**src/rtl/wb4_initiator.sv**
```systemverilog
// Wishbone B4 classic initiator: one valid/ready command becomes one single
// read/write bus cycle, and its result is returned on a valid/ready response port.
module wb4_initiator #(
  parameter int ADDR_W         = 32,
  parameter int DATA_W         = 32,
  parameter int TIMEOUT_CYCLES = 256
) (
  input  logic                clk,
  input  logic                rst,
  input  logic                cmd_valid,
  output logic                cmd_ready,
  input  logic                cmd_we,
  input  logic [ADDR_W-1:0]   cmd_adr,
  input  logic [DATA_W-1:0]   cmd_dat,
  input  logic [DATA_W/8-1:0] cmd_sel,
  output logic                rsp_valid,
  input  logic                rsp_ready,
  output logic [DATA_W-1:0]   rsp_dat,
  output logic                rsp_err,
  output logic                rsp_tmo,
  output logic                wb_cyc,
  output logic                wb_stb,
  output logic                wb_we,
  output logic [ADDR_W-1:0]   wb_adr,
  output logic [DATA_W-1:0]   wb_dat_o,
  output logic [DATA_W/8-1:0] wb_sel,
  input  logic [DATA_W-1:0]   wb_dat_i,
  input  logic                wb_ack,
  input  logic                wb_err
);
  localparam int SEL_W = DATA_W / 8;
  localparam int CNT_W = (TIMEOUT_CYCLES < 2) ? 1 : $clog2(TIMEOUT_CYCLES);
  localparam logic [CNT_W-1:0] CNT_LAST =
    (TIMEOUT_CYCLES == 0) ? CNT_W'(0) : CNT_W'(TIMEOUT_CYCLES - 1);

  typedef enum logic [1:0] {IDLE, BUS, RESP} state_e;

  state_e              state_q, state_d;
  logic [CNT_W-1:0]    cnt_q, cnt_d;
  logic                cmd_ready_q, cmd_ready_d;
  logic                rsp_valid_q, rsp_valid_d;
  logic [DATA_W-1:0]   rsp_dat_q, rsp_dat_d;
  logic                rsp_err_q, rsp_err_d;
  logic                rsp_tmo_q, rsp_tmo_d;
  logic                cyc_q, cyc_d;
  logic                stb_q, stb_d;
  logic                we_q, we_d;
  logic [ADDR_W-1:0]   adr_q, adr_d;
  logic [DATA_W-1:0]   dat_q, dat_d;
  logic [SEL_W-1:0]    sel_q, sel_d;
  logic                done;

  always_comb begin
    state_d     = state_q;
    cnt_d       = cnt_q;
    cmd_ready_d = cmd_ready_q;
    rsp_valid_d = rsp_valid_q;
    rsp_dat_d   = rsp_dat_q;
    rsp_err_d   = rsp_err_q;
    rsp_tmo_d   = rsp_tmo_q;
    cyc_d       = cyc_q;
    stb_d       = stb_q;
    we_d        = we_q;
    adr_d       = adr_q;
    dat_d       = dat_q;
    sel_d       = sel_q;
    done        = 1'b0;
    case (state_q)
      IDLE: begin
        if (cmd_valid && cmd_ready_q) begin
          we_d        = cmd_we;
          adr_d       = cmd_adr;
          dat_d       = cmd_dat;
          sel_d       = cmd_sel;
          cyc_d       = 1'b1;
          stb_d       = 1'b1;
          cmd_ready_d = 1'b0;
          cnt_d       = '0;
          state_d     = BUS;
        end
      end
      BUS: begin
        // ERR beats ACK beats timeout when several coincide.
        if (wb_err) begin
          done      = 1'b1;
          rsp_err_d = 1'b1;
          rsp_tmo_d = 1'b0;
          rsp_dat_d = '0;
        end else if (wb_ack) begin
          done      = 1'b1;
          rsp_err_d = 1'b0;
          rsp_tmo_d = 1'b0;
          rsp_dat_d = we_q ? '0 : wb_dat_i;
        end else if (TIMEOUT_CYCLES != 0 && cnt_q == CNT_LAST) begin
          done      = 1'b1;
          rsp_err_d = 1'b1;
          rsp_tmo_d = 1'b1;
          rsp_dat_d = '0;
        end else if (cnt_q != '1) begin
          cnt_d = cnt_q + 1'b1;
        end
        if (done) begin
          cyc_d       = 1'b0;
          stb_d       = 1'b0;
          rsp_valid_d = 1'b1;
          state_d     = RESP;
        end
      end
      RESP: begin
        if (rsp_ready) begin
          rsp_valid_d = 1'b0;
          rsp_err_d   = 1'b0;
          rsp_tmo_d   = 1'b0;
          rsp_dat_d   = '0;
          cmd_ready_d = 1'b1;
          state_d     = IDLE;
        end
      end
      default: begin
        state_d     = IDLE;
        cmd_ready_d = 1'b1;
        cyc_d       = 1'b0;
        stb_d       = 1'b0;
        rsp_valid_d = 1'b0;
      end
    endcase
  end

  always_ff @(posedge clk) begin
    if (rst) begin
      state_q     <= IDLE;
      cnt_q       <= '0;
      cmd_ready_q <= 1'b1;
      rsp_valid_q <= 1'b0;
      rsp_dat_q   <= '0;
      rsp_err_q   <= 1'b0;
      rsp_tmo_q   <= 1'b0;
      cyc_q       <= 1'b0;
      stb_q       <= 1'b0;
      we_q        <= 1'b0;
      adr_q       <= '0;
      dat_q       <= '0;
      sel_q       <= '0;
    end else begin
      state_q     <= state_d;
      cnt_q       <= cnt_d;
      cmd_ready_q <= cmd_ready_d;
      rsp_valid_q <= rsp_valid_d;
      rsp_dat_q   <= rsp_dat_d;
      rsp_err_q   <= rsp_err_d;
      rsp_tmo_q   <= rsp_tmo_d;
      cyc_q       <= cyc_d;
      stb_q       <= stb_d;
      we_q        <= we_d;
      adr_q       <= adr_d;
      dat_q       <= dat_d;
      sel_q       <= sel_d;
    end
  end

  assign cmd_ready = cmd_ready_q;
  assign rsp_valid = rsp_valid_q;
  assign rsp_dat   = rsp_dat_q;
  assign rsp_err   = rsp_err_q;
  assign rsp_tmo   = rsp_tmo_q;
  assign wb_cyc    = cyc_q;
  assign wb_stb    = stb_q;
  assign wb_we     = we_q;
  assign wb_adr    = adr_q;
  assign wb_dat_o  = dat_q;
  assign wb_sel    = sel_q;
endmodule

```
**config.mk**
```make
export PLATFORM = sky130hd
export DESIGN_NAME = wb4_initiator
export DESIGN_NICKNAME = d
export VERILOG_FILES = /design/src/rtl/wb4_initiator.sv
export SDC_FILE = /design/constraint.sdc
export NUM_CORES = 1
export LEC_CHECK = 0
export BUFFER_PORTS_ARGS = -buffer_cell sky130_fd_sc_hd__clkbuf_2
export CAP_MARGIN = 20
export CORE_ASPECT_RATIO = 1.2
export CORE_MARGIN = 8
export CORE_UTILIZATION = 34
export CTS_BUF_LIST = sky130_fd_sc_hd__clkbuf_8
export DETAILED_ROUTE_END_ITERATION = 12
export PLACE_DENSITY_LB_ADDON = 0.2
export SLEW_MARGIN = 0
export SYNTH_ARGS = -nofsm -noshare
export SYNTH_HDL_FRONTEND = slang
export SYNTH_SLANG_ARGS = --single-unit
```
**constraint.sdc**
```tcl
create_clock -name clk -period 1.5 [get_ports clk]
set_clock_uncertainty 0.05 [all_clocks]
set_input_delay 0.3 -clock clk [delete_from_list [all_inputs] [get_ports clk]]
set_output_delay 0.3 -clock clk [all_outputs]
set_load 0.005 [all_outputs]
```
* After elaboration in Yosys (flattened, before gate mapping)
Cells that the tools add are included.
** Storage, ports and cells
- Word-level logic and storage cells :: 74
- Flip-flop bits (word level) :: 116
- Input bits :: 107
- Output and inout bits :: 107
** Operators by class
- Equal/unequal tests :: 12
- Bitwise operators :: 3
- Muxes and demuxes :: 35
- Add/subtract/negate cells :: 1
- Reduce and logical (&&, ||, !) cells :: 11
** Operators by type and width (count)
- two-way mux 32 bit :: 5
- one-hot mux 32 bit (2 select lines) :: 1
- two-way mux 8 bit :: 5
- one-hot mux 8 bit (2 select lines) :: 1
- AND reduction 3 bit :: 5
- two-way mux 1 bit :: 14
- != test 2 bit, second input constant :: 7
- one-hot mux 1 bit (3 select lines) :: 3
- adder 8 x 1 -> 8 bit, second input constant :: 1
- == test 8 bit, second input constant :: 1
- != test 8 bit, second input constant :: 1
- two-way mux 2 bit :: 3
- one-hot mux 2 bit (3 select lines) :: 1
- AND reduction 6 bit :: 1
- != test 4 bit, second input constant :: 1
- one-hot mux 1 bit (2 select lines) :: 2
- nonzero test 2 bit :: 2
- NOT 1 bit :: 3
- == test 2 x 1 -> 1 bit, second input constant :: 1
- == test 2 bit, second input constant :: 1
- zero test 2 bit :: 1
- AND reduction 2 bit :: 1
- logical AND 1 bit :: 1

* Depth between registers and ports, before layout
- Depth after elaboration :: 7
- Depth in mapped cells :: 8

* Least setup slack after synthesis
Ideal clock, no wire load.
- Path kind :: register to register
- From :: register state_q[1]
- To :: register cnt_q[3]
- Stages on the path, launching flop included :: 7
- Period minus slack after synthesis :: 1.659 ns
- Arrival :: 1.546 ns
- Path slack :: -0.159 ns
- Path through :: dfxtp_1 > inv_1 > ha_1 > nor3b_4 > o211ai_2 > or4_1 > nand3_1
** Between the ends
- Longest elaborated chain between the ends :: 3
- Elaborated cells on any way between the ends :: 10
- Those cells by class :: eq/ne: 6; mux: 1; reduce/logical: 3
** RTL lines
- start: declaration :: line 38 : state_e state_q, state_d;
- start signal: assignment :: line 145 : state_q <= state_d;
- == test 2 x 1 -> 1 bit / zero test 2 bit (equally long branches) :: line 68 : case (state_q)
- != test 2 bit (no source line) / nonzero test 2 bit (equally long branches)
- AND reduction 6 bit (no source line)
- end signal: assignment :: line 146 : cnt_q <= cnt_d;
- end: declaration :: line 39 : logic [CNT_W-1:0] cnt_q, cnt_d;
Several ways; a longest one is shown, not always the timed one.
A chain may end at the register's enable or synchronous reset.

* Worst setup path after layout
- From :: register state_q[0]
- To :: register rsp_dat_q[26] (netlist: rsp_dat[26])
** Between the ends
- Longest elaborated chain between the ends :: 3
- Elaborated cells on any way between the ends :: 7
- Those cells by class :: eq/ne: 4; mux: 1; reduce/logical: 2
** RTL lines
- == test 2 x 1 -> 1 bit / == test 2 bit (equally long branches) :: line 68
- != test 4 bit (no source line), or another cell as far along
- AND reduction 3 bit (no source line)
- end signal: assignment :: line 149 : rsp_dat_q <= rsp_dat_d;
- end: declaration :: line 42 : logic [DATA_W-1:0] rsp_dat_q, rsp_dat_d;
Several ways; a longest one is shown, not always the timed one.

==> results.toml <==
[status]
status = "finished, violations left"
violations = "negative setup slack"

[worst_setup_path]
crit_slowest_cell = "dfxtp_2"
r2r_slack_ns = -0.12
startpoint_type = "flop"
endpoint_kind = "flop"
path_max_fanout = 16
timing.critical_path.buf_inv = 3
r2r_end = "rsp_dat[26]"
r2r_start = "state_q[0]"
crit_path_max_incr_delay_ns = 0.37
crit_family = "buffers and inverters"
critical_path_arrival_ns = 1.91
worstRegToRegCells = 7
crit_required_ns = 1.79
crit_type = "flop to flop"
cp_cell_sequence = "inv_2, ha_4, nor4_4, buf_4, buf_12, nand2_1, mux2i_1"

[clocking]
cts-htree-levels = 4
tritoncts = "built"
clk-insertion-delay-late_ns = 0.41
cts_buffers = 17
clock-sinks = 116
cts_max_path_buffers = 2
clk_pin_slew_ns = 0.08
cts_root_buf = "clkbuf_8"

[sta]
layout_min_cycle_time_ns = 1.62
tightest_slew_ns = 0.320
final_max_slew_viol_count = 0
maxSlewHeadroom = 0.787
min_period_over_period = 1.08
max_freq_ghz = 0.616
layout_setup_ws_ns = -0.123
rsz0062_at_grt = "yes"
finalHoldViolations = 0
finalSetupViolCount = 46

[job]
drv_cap = 0

[yosys]
synth_flop_cell = "dfxtp_1"
ys_top_cells_by_area = "dfxtp_1, nand2_1, a21oi_1, mux2i_1, clkbuf_1"
ys_seq_elements = 116
synth-edff-count = 0
synth_top_cell_by_area = "dfxtp_1"
synth_nets = 647
ys_types = 42
ys_warn_count = 0
netlist_area_mm2 = 0.00448
synth_most_common_cell = "nand2_1"
ys_seq_area_frac = 0.519
netlist_instances = 536
synthArstFlopShare = 0
syn_area_per_cell_um2 = 8.35
synth_common_cells = "nand2_1, dfxtp_1, a21oi_1, mux2i_1, clkbuf_1"
synthDominantCellAreaShare = 0.519

[power]
p_leak_nw = 3.05
ir_drop_mv = 0.732
power_mw = 10.3
cellPowerDensity_mw_per_mm2 = 1500

[floorplan]
rows = 46
die-area_mm2 = 0.0171
fp.coreArea_mm2 = 0.0131
start_util = 0.343
die_w_um = 121
boundaryPins = 214
dieHeight_um = 142

[global_route]
antenna_found_initial = 0
grt_start_max_net_pins = 70
grt_pass1_vias = 4617
track_usage = 0.167
grt_pass1_wl_um = 22900
overflow = 0

[min_path]
worstHoldEndpoint = "wb_adr[0]"
hp-class = "input port to flop"
worstHoldStart = "cmd_adr[0]"
min_path_cells = 3

[placed_design]
numPortBuffers = 213
gp_congestion = 0.809
dp_hpwl_um = 10300

[finish]
final_layout_size_suffix_gt1_frac = 0.417
nets = 902
antenna_cells = 0
syn_to_final_growth_pct = 52.8
nFillCells = 1199
post-route-util = 0.524

[routing]
vias = 4560
finalWirelength_um = 14800
drt_iter0_drc = 247
via_per_inst = 4.69
route.detailed.drc = 0
routedWlPerCell_um = 15.3
ant_nets = 0
first_pass_iters = 4
where the power goes:
| part | total [mW] | internal, mW | switching, mW |
|---|---|---|---|
| clock network | 2.99 | 1.65 | 1.34 |
| logic | 3.50 | 1.75 | 1.75 |
| registers | 3.76 | 3.51 | 0.244 |
| total | 10.3 | 6.91 | 3.34 |
flip-flops by register name, indices dropped and copies added, names as in the netlist:
signal,flops
rsp_dat,32
wb_adr,32
rsp_tmo,1
cnt_q,8
wb_dat_o,32
wb_we,1
rsp_valid,1
rsp_err,1
wb_stb,1
state_q,2
cmd_ready,1
wb_sel,4
timing repair:
item,in CTS,in global routing
endpoints found under the setup margin,68,117
cloned,3,3
pin swaps,6,7
hold buffers,1,0
setup buffers,5,5
hold endpoints to repair,1,0
resized for setup,16,11
kinds of logic (layout without fill, tap and decap cells):
group,after synthesis,in the layout,share of synthesized area
DFF,116,116,0.519
and+or+nand+nor,247,247,0.232
AOI/OAI and AO/OA,97,97,0.125
buffers and inverters,39,307,0.0394
muxes,33,33,0.0740
adders and majority gates,4,4,0.0112
worst max path at each step:
| stage | cells past startpoint | from | to | slack, ns |
|---|---|---|---|---|
| 2_1_floorplan | 6 | cnt_q[1] | rsp_dat[0] | -0.06 |
| 3_3_place_gp | 6 | state_q[0] | state_q[0] | -0.11 |
| 3_5_place_dp | 7 | state_q[0] | rsp_dat[26] | -0.16 |
| 4_1_cts | 6 | state_q[1] | cnt_q[3] | -0.12 |
| 5_1_grt | 7 | state_q[1] | rsp_dat[6] | -0.19 |
| 6_report | 7 | state_q[0] | rsp_dat[26] | -0.12 |
routing by layer:
metal / vias to the layer above / wire length, um / GRT usage
li1: 2290 / - / -
met4: 0 / 237 / 0.0672
met3: 17 / 1700 / 0.0938
met2: 194 / 6910 / 0.263
met5: - / 0 / 0
met1: 2059 / 5990 / 0.181
per-stage QoR:
step	hold slack [ns]	area, um^2	TNS, ns	setup WS (ns)	std cells
2_1_floorplan	0.386	4570	-2.00	-0.0635	536
3_3_place_gp	0.392	6080	-2.78	-0.109	923
3_5_place_dp	0.395	6080	-5.32	-0.165	923
4_1_cts	0.00246	6670	-3.33	-0.122	964
5_1_grt	0.00265	6840	-8.98	-0.194	972
6_report	0.0393	6840	-3.73	-0.123	972
placed cells by master (no fill, tap or decap), types with 2 or more instances in the layout:
master        n
nand2_2       2
buf_4        36
clkinv_2      2
buf_6         6
clkinv_4      5
a21bo_2       2
mux2i_1      32
a21oi_1      71
clkbuf_2    213
nand4b_1      2
dfxtp_2       4
dfxtp_1     111
nand2b_1      2
clkbuf_16     3
bufinv_16     3
clkinvlp_4    4
o22a_1        3
nand4_1       3
nor3_1        7
clkbuf_8     17
nand3b_1      2
nor2_1        5
a21oi_2       3
buf_12        8
and3_4        2
inv_1         3
nand3_1       5
nand2_1     206
a211o_1       2
o21ai_0       3
ha_4          4
tightest hold or removal path, delay by kind of cell:
family | cells | cell delay [ns]
buffers and inverters | 1 | 0.08
AO/OA/AOI/OAI | 1 | 0.05
AND/OR/NAND/NOR | 1 | 0.04
cell type report:
cell class / instances / area, um^2 / area share
Clock buffer: 17 / 234 / 0.0342
Clock inverter: 15 / 183 / 0.0267
Inverter: 6 / 25.0 / 0.00366
Multi-Input combinational cell: 381 / 2150 / 0.314
Sequential cell: 116 / 2330 / 0.341
Tap cell: 168 / 210 / 0.0307
Timing Repair Buffer: 269 / 1710 / 0.250
No activity file was read; power rests on OpenSTA's default activity.
